<file path="config.mk">
export PLATFORM = sky130hd
export DESIGN_NAME = debug_clock_meter_flat
export DESIGN_NICKNAME = d
export VERILOG_FILES = /design/src/rtl/debug_clock_meter_if.sv /design/src/rtl/debug_clock_meter.sv /design/src/flat_wrapper.sv
export SDC_FILE = /design/constraint.sdc
export NUM_CORES = 1
export LEC_CHECK = 0
export BUFFER_PORTS_ARGS = -buffer_cell sky130_fd_sc_hd__buf_2
export CAP_MARGIN = 20
export CORE_MARGIN = 1.5
export CORE_UTILIZATION = 53
export DETAILED_ROUTE_END_ITERATION = 10
export PLACE_DENSITY = 0.76
export SLEW_MARGIN = 20
export SYNTH_ARGS = -nofsm -noshare
export SYNTH_HDL_FRONTEND = slang
export SYNTH_SLANG_ARGS = --single-unit
</file>
<file path="constraint.sdc">
create_clock -name IN_50Mhz -period 1.94 [get_ports IN_50Mhz]
set_input_delay 0.097 -clock IN_50Mhz [delete_from_list [all_inputs] [get_ports IN_50Mhz]]
set_output_delay 0.097 -clock IN_50Mhz [all_outputs]
set_load 0.01 [all_outputs]
</file>
<file path="src/rtl/debug_clock_meter_if.sv">
// Signal bundle between the debug clock meter and its user.
// The slave modport is the meter side; the master modport drives the
// signal under measurement and consumes the results.
// Optional macro DEBUG_CLOCK_METER_DUTY_EN adds OUT_HIGH_TIME.
interface debug_clock_meter_if #(
  parameter int unsigned COUNTER_WIDTH = 24
);
  logic                     IN_SIGNAL;
  logic [COUNTER_WIDTH-1:0] OUT_PERIOD;
  logic                     OUT_VALID;
  logic                     OUT_TIMEOUT;
`ifdef DEBUG_CLOCK_METER_DUTY_EN
  logic [COUNTER_WIDTH-1:0] OUT_HIGH_TIME;

  modport master (
    output IN_SIGNAL,
    input  OUT_PERIOD,
    input  OUT_VALID,
    input  OUT_TIMEOUT,
    input  OUT_HIGH_TIME
  );

  modport slave (
    input  IN_SIGNAL,
    output OUT_PERIOD,
    output OUT_VALID,
    output OUT_TIMEOUT,
    output OUT_HIGH_TIME
  );
`else
  modport master (
    output IN_SIGNAL,
    input  OUT_PERIOD,
    input  OUT_VALID,
    input  OUT_TIMEOUT
  );

  modport slave (
    input  IN_SIGNAL,
    output OUT_PERIOD,
    output OUT_VALID,
    output OUT_TIMEOUT
  );
`endif
endinterface

</file>
<file path="src/rtl/debug_clock_meter.sv">
// Debug clock meter: measures the period of a slow asynchronous signal in
// IN_50Mhz cycles, pulses OUT_VALID on each new period and raises
// OUT_TIMEOUT when the input stops toggling.
// Optional macro DEBUG_CLOCK_METER_DUTY_EN adds OUT_HIGH_TIME (high-phase
// length of the last measured period).
module debug_clock_meter #(
  parameter int unsigned              COUNTER_WIDTH = 24,
  parameter logic [COUNTER_WIDTH-1:0] TIMEOUT       = 24'd16_777_000
) (
  input  logic                 IN_50Mhz,
  input  logic                 RESET,
  debug_clock_meter_if.slave   bus
);

  typedef enum logic [1:0] {
    S_IDLE,
    S_MEASURE,
    S_STALLED
  } state_t;

  state_t                   r_state;
  logic                     r_sync1;
  logic                     r_sync2;
  logic                     r_prev;
  logic [COUNTER_WIDTH-1:0] r_counter;
  logic [COUNTER_WIDTH-1:0] r_period;
  logic                     r_valid;
  logic                     r_timeout;
  logic                     w_rise;

  // Rising edge of the synchronized input (registered history flop)
  assign w_rise = r_sync2 & ~r_prev;

  // Synchronizer, edge history and measurement FSM with registered outputs
  always_ff @(posedge IN_50Mhz) begin
    if (RESET) begin
      r_sync1   <= 1'b0;
      r_sync2   <= 1'b0;
      r_prev    <= 1'b0;
      r_counter <= '0;
      r_period  <= '0;
      r_valid   <= 1'b0;
      r_timeout <= 1'b0;
      r_state   <= S_IDLE;
    end else begin
      r_sync1 <= bus.IN_SIGNAL;
      r_sync2 <= r_sync1;
      r_prev  <= r_sync2;
      r_valid <= 1'b0;
      case (r_state)
        S_IDLE: begin
          if (w_rise) begin
            r_counter <= '0;
            r_state   <= S_MEASURE;
          end
        end
        S_MEASURE: begin
          if (w_rise) begin
            r_period  <= r_counter + COUNTER_WIDTH'(1);
            r_valid   <= 1'b1;
            r_counter <= '0;
          end else if (r_counter == TIMEOUT) begin
            r_timeout <= 1'b1;
            r_period  <= '0;
            r_state   <= S_STALLED;
          end else begin
            r_counter <= r_counter + COUNTER_WIDTH'(1);
          end
        end
        S_STALLED: begin
          if (w_rise) begin
            r_timeout <= 1'b0;
            r_counter <= '0;
            r_state   <= S_MEASURE;
          end
        end
        default: begin
          r_state <= S_IDLE;
        end
      endcase
    end
  end

  assign bus.OUT_PERIOD  = r_period;
  assign bus.OUT_VALID   = r_valid;
  assign bus.OUT_TIMEOUT = r_timeout;

`ifdef DEBUG_CLOCK_METER_DUTY_EN
  logic [COUNTER_WIDTH-1:0] r_high_cnt;
  logic [COUNTER_WIDTH-1:0] r_high_time;

  // High-phase counter, published alongside each period and cleared on stall
  always_ff @(posedge IN_50Mhz) begin
    if (RESET) begin
      r_high_cnt  <= '0;
      r_high_time <= '0;
    end else begin
      if (w_rise) begin
        r_high_cnt <= COUNTER_WIDTH'(1);
      end else if (r_sync2) begin
        r_high_cnt <= r_high_cnt + COUNTER_WIDTH'(1);
      end
      if (r_state == S_MEASURE) begin
        if (w_rise) begin
          r_high_time <= r_high_cnt;
        end else if (r_counter == TIMEOUT) begin
          r_high_time <= '0;
        end
      end
    end
  end

  assign bus.OUT_HIGH_TIME = r_high_time;
`endif

endmodule

</file>
<file path="src/flat_wrapper.sv">
// flat-port wrapper written by rule: the top's interface ports become plain ports
module debug_clock_meter_flat 
#(
  parameter int unsigned              COUNTER_WIDTH = 24,
  parameter logic [COUNTER_WIDTH-1:0] TIMEOUT       = 24'd16_777_000
)
  (IN_50Mhz, RESET, bus_IN_SIGNAL, bus_OUT_PERIOD, bus_OUT_VALID, bus_OUT_TIMEOUT);
  debug_clock_meter_if #(.COUNTER_WIDTH(COUNTER_WIDTH)) bus_i ();
  input  logic IN_50Mhz;
  input  logic RESET;
  input wire logic [$bits(bus_i.IN_SIGNAL)-1:0] bus_IN_SIGNAL;
  output wire logic [$bits(bus_i.OUT_PERIOD)-1:0] bus_OUT_PERIOD;
  output wire logic [$bits(bus_i.OUT_VALID)-1:0] bus_OUT_VALID;
  output wire logic [$bits(bus_i.OUT_TIMEOUT)-1:0] bus_OUT_TIMEOUT;
  assign bus_i.IN_SIGNAL = bus_IN_SIGNAL;
  assign bus_OUT_PERIOD = bus_i.OUT_PERIOD;
  assign bus_OUT_VALID = bus_i.OUT_VALID;
  assign bus_OUT_TIMEOUT = bus_i.OUT_TIMEOUT;
  debug_clock_meter #(.COUNTER_WIDTH(COUNTER_WIDTH), .TIMEOUT(TIMEOUT)) u_core (.IN_50Mhz(IN_50Mhz), .RESET(RESET), .bus(bus_i));
endmodule
</file>
==> metrics.txt <==
# TYPE chip_impl_metric gauge
chip_impl_metric{name="cts-buffers-inserted",unit=""} 5
chip_impl_metric{name="synthesis.instances",unit=""} 299
chip_impl_metric{name="clock_tree.htree_level_count",unit=""} 2
chip_impl_metric{name="drv_slew",unit=""} 0
chip_impl_info{name="synth_top_area_cell",value="sky130_fd_sc_hd__dfxtp_1"} 1
chip_impl_metric{name="grt_use_total",unit="%"} 27.6
chip_impl_metric{name="synth.distinct_cells",unit=""} 56
chip_impl_metric{name="cellPowerDensity",unit="nW/um^2"} 532
chip_impl_metric{name="timing.final.hold_violations",unit=""} 0
chip_impl_metric{name="synthesis.nets",unit=""} 304
chip_impl_metric{name="grt_pass1_wl",unit="mm"} 11.6
chip_impl_metric{name="grt_start_max_net_pins",unit=""} 20
chip_impl_metric{name="fraction_of_final_layout_cells_sized_beyond_drive_strength_1",unit="%"} 34.0
chip_impl_metric{name="slew-limit-headroom",unit="%"} 61.1
chip_impl_metric{name="initial_utilization",unit="%"} 54.8
chip_impl_metric{name="slew_at_the_pin_with_the_worst_max_slew_slack",unit="ns"} 0.579
chip_impl_info{name="crit_path_top_delay_cell",value="sky130_fd_sc_hd__or3b_4"} 1
chip_impl_metric{name="placement.cell_area",unit="sq um"} 3320
chip_impl_metric{name="post-synth-top-area-fraction",unit="%"} 39.6
chip_impl_metric{name="syn-cell-area",unit="sq um"} 2780
chip_impl_metric{name="asyncSetResetFlopFracSynth",unit="%"} 0
chip_impl_metric{name="floorplan.die.width",unit="microns"} 75.5
chip_impl_metric{name="timing.fmax",unit="MHz"} 520
chip_impl_metric{name="warnings_from_yosys",unit=""} 0
chip_impl_metric{name="avgViaCountPerCell",unit=""} 5.85
chip_impl_metric{name="path_max_fanout",unit=""} 6
chip_impl_metric{name="postLayoutCellArea",unit="sq um"} 3520
chip_impl_metric{name="fin_crit_sh",unit="%"} 99.1
chip_impl_metric{name="antenna_cells",unit=""} 0
chip_impl_metric{name="postRouteWirelength",unit="mm"} 7.16
chip_impl_info{name="setup.worst_path.end_class",value="flop"} 1
chip_impl_info{name="layout.cells.most_common",value="sky130_fd_sc_hd__buf_4"} 1
chip_impl_metric{name="vdd_drop_max",unit="V"} 0.000534
chip_impl_info{name="run_status",value="complete, no violations"} 1
chip_impl_metric{name="dp.final_hpwl",unit="mm"} 5.11
chip_impl_metric{name="dr_pass1_iterations",unit=""} 4
chip_impl_metric{name="max_cap_viol_count",unit=""} 0
chip_impl_metric{name="floorplan.core_area",unit="sq um"} 5070
chip_impl_metric{name="clock_period_minus_final_worst_setup_slack",unit="ns"} 1.92
chip_impl_metric{name="dr.first_iter.drc_count",unit=""} 172
chip_impl_info{name="cts-root-buf",value="sky130_fd_sc_hd__clkbuf_8"} 1
chip_impl_metric{name="global_route.overflow_total",unit=""} 0
chip_impl_metric{name="p_leak",unit="uW"} 0.00142
chip_impl_info{name="highest_count_cells_in_the_layout_ignoring_fill_and_taps",value="55 x sky130_fd_sc_hd__buf_4, 48 x sky130_fd_sc_hd__dfxtp_1, 28 x sky130_fd_sc_hd__buf_2"} 1
chip_impl_metric{name="synth_seq_cells",unit=""} 55
chip_impl_info{name="cp_cell_sequence",value="or3b_4 -> nor4_4 -> and3_4 -> buf_4 -> o311ai_0 -> o21ai_0"} 1
chip_impl_metric{name="syn_area_per_cell",unit="sq um"} 9.31
chip_impl_metric{name="cts-root-to-sink-buffers",unit=""} 2
chip_impl_metric{name="clkSlewWorstSetupHoldPaths",unit="ns"} 0.09
chip_impl_metric{name="post-route-drc-count",unit=""} 0
chip_impl_metric{name="tns",unit="ns"} 0
chip_impl_metric{name="finish.net_count",unit=""} 375
chip_impl_info{name="hold_path.class",value="in2reg"} 1
chip_impl_metric{name="first_global_vias",unit=""} 2472
chip_impl_info{name="postSynth.topFlopCell",value="sky130_fd_sc_hd__dfxtp_1"} 1
chip_impl_info{name="cpLargestDelayFamily",value="simple AND/OR/NAND/NOR gates"} 1
chip_impl_metric{name="wl_per_cell",unit="microns"} 16.2
chip_impl_metric{name="slowest_delay",unit="ns"} 0.40
chip_impl_metric{name="synth_sequential_area_ratio",unit="%"} 39.6
chip_impl_metric{name="synth_edf_count",unit=""} 0
chip_impl_metric{name="critical_path_buf_inv_count",unit=""} 1
chip_impl_metric{name="area_delta_synth_final",unit="%"} 26.6
chip_impl_metric{name="dr_total_vias",unit=""} 2580
chip_impl_metric{name="critPathArrivalTime",unit="ns"} 2.15
chip_impl_metric{name="place.gp.congestion",unit=""} 0.929
chip_impl_metric{name="die_area",unit="sq um"} 5690
chip_impl_metric{name="critical_path_required",unit="ns"} 2.17
chip_impl_metric{name="final.setup_skew",unit="ns"} 0.00579
chip_impl_info{name="startpoint_class",value="flop"} 1
chip_impl_metric{name="die_h",unit="microns"} 75.5
chip_impl_metric{name="port-buffer-count",unit=""} 28
chip_impl_info{name="synthTopCellsByArea",value="sky130_fd_sc_hd__dfxtp_1 40%, sky130_fd_sc_hd__a22o_1 5.7%, sky130_fd_sc_hd__xnor2_1 5.0%"} 1
chip_impl_info{name="crit_type",value="reg2reg"} 1
chip_impl_info{name="cts_tree",value="done"} 1
chip_impl_metric{name="clkLatencyLatePin",unit="ns"} 0.32
chip_impl_metric{name="grt_antenna_before_repair",unit=""} 0
chip_impl_metric{name="detail-route-antenna-nets",unit=""} 0
chip_impl_metric{name="io_pins",unit=""} 29
chip_impl_metric{name="placementRows",unit=""} 26
chip_impl_metric{name="cts_sinks",unit=""} 55
chip_impl_metric{name="setup_viol_count_final",unit=""} 0
[metal layers]
metal / vias up / global-route usage, % / routed length (microns)
met5: - / 0 / 0
met4: 0 / 13.1 / 204
met3: 17 / 4.37 / 331
met2: 71 / 45.5 / 3480
met1: 1241 / 35.2 / 3140
li1: 1251 / - / -
[per-stage QoR]
stage / hold slack, ns / instances / setup WS (ns) / power (uW) / util, %
final: 0.0474 / 441 / 0.0184 / 1880 / 69.4
after floorplan: 0.225 / 299 / -0.0247 / 1220 / -
after global placement: 0.312 / 427 / 0.0285 / 1270 / 65.4
after global routing: 0.0580 / 441 / -0.0364 / 1940 / 69.4
after CTS: 0.0380 / 438 / 0.00454 / 1880 / 67.9
after detailed placement: 0.318 / 427 / -0.0536 / 1270 / 65.4
[registers in the layout, indices dropped and copies added (netlist names)]
signal,flops
u_core.bus.OUT_TIMEOUT,1
u_core.r_sync2,1
u_core.r_counter,24
u_core.r_prev,1
u_core.bus.OUT_VALID,1
u_core.r_sync1,1
u_core.bus.OUT_PERIOD,24
u_core.r_state,2
[what timing repair did]
action | CTS | global route
endpoints found under the hold margin | 1 | 0
hold buffers | 1 | 0
resized for setup | 5 | 16
pin swaps | 2 | 8
buffers inserted | 2 | 3
endpoints found under the setup margin | 14 | 43
[Yosys cell counts (7+ instances only)]
| cell type | number |
|---|---|
| sky130_fd_sc_hd__nand4_1 | 12 |
| sky130_fd_sc_hd__nor2_1 | 9 |
| sky130_fd_sc_hd__nor2b_1 | 7 |
| sky130_fd_sc_hd__xnor2_1 | 16 |
| sky130_fd_sc_hd__nor3_1 | 7 |
| sky130_fd_sc_hd__o211ai_1 | 9 |
| sky130_fd_sc_hd__o31ai_1 | 8 |
| sky130_fd_sc_hd__buf_2 | 9 |
| sky130_fd_sc_hd__nand2_1 | 22 |
| sky130_fd_sc_hd__a22o_1 | 18 |
| sky130_fd_sc_hd__clkbuf_1 | 10 |
| sky130_fd_sc_hd__nand3_1 | 15 |
| sky130_fd_sc_hd__nor4_1 | 9 |
| sky130_fd_sc_hd__a211o_1 | 7 |
| sky130_fd_sc_hd__dfxtp_1 | 55 |
| sky130_fd_sc_hd__and3_1 | 7 |
[area by class of cell]
type                            instances  area (sq um)
Clock buffer                            7          76.3
Clock inverter                          1          5.00
Inverter                                7          26.3
Fill cell                             427          1550
Multi-Input combinational cell        212          1580
Sequential cell                        55          1110
Tap cell                               70          87.6
Timing Repair Buffer                   89           641
[kinds of logic after synthesis]
group / after synthesis / share of synthesized area, %
AND/OR/NAND/NOR: 118 / 25.6
buffers and inverters: 32 / 5.93
XOR/XNOR: 22 / 6.92
adder cells (fa/ha/maj): 2 / 0.899
AO/OA/AOI/OAI: 70 / 21.1
flip-flops: 55 / 39.6
[final timing paths]
check                        end  cells past startpoint  slack, ns           startpoint
max          u_core.r_counter[2]                      6       0.02  u_core.r_counter[2]
min          u_core.r_counter[1]                      2       0.05                RESET
max reg2reg  u_core.r_counter[2]                      6       0.02  u_core.r_counter[2]
min reg2reg       u_core.r_sync2                      1       0.45       u_core.r_sync1
[report_power, final]
group / switching, uW / internal [uW]
Clock: 367 / 254
Sequential: 2.76 / 1130
Combinational: 72.8 / 46.2
Total: 443 / 1430
Note: power is estimated with default switching activity, not from simulation.
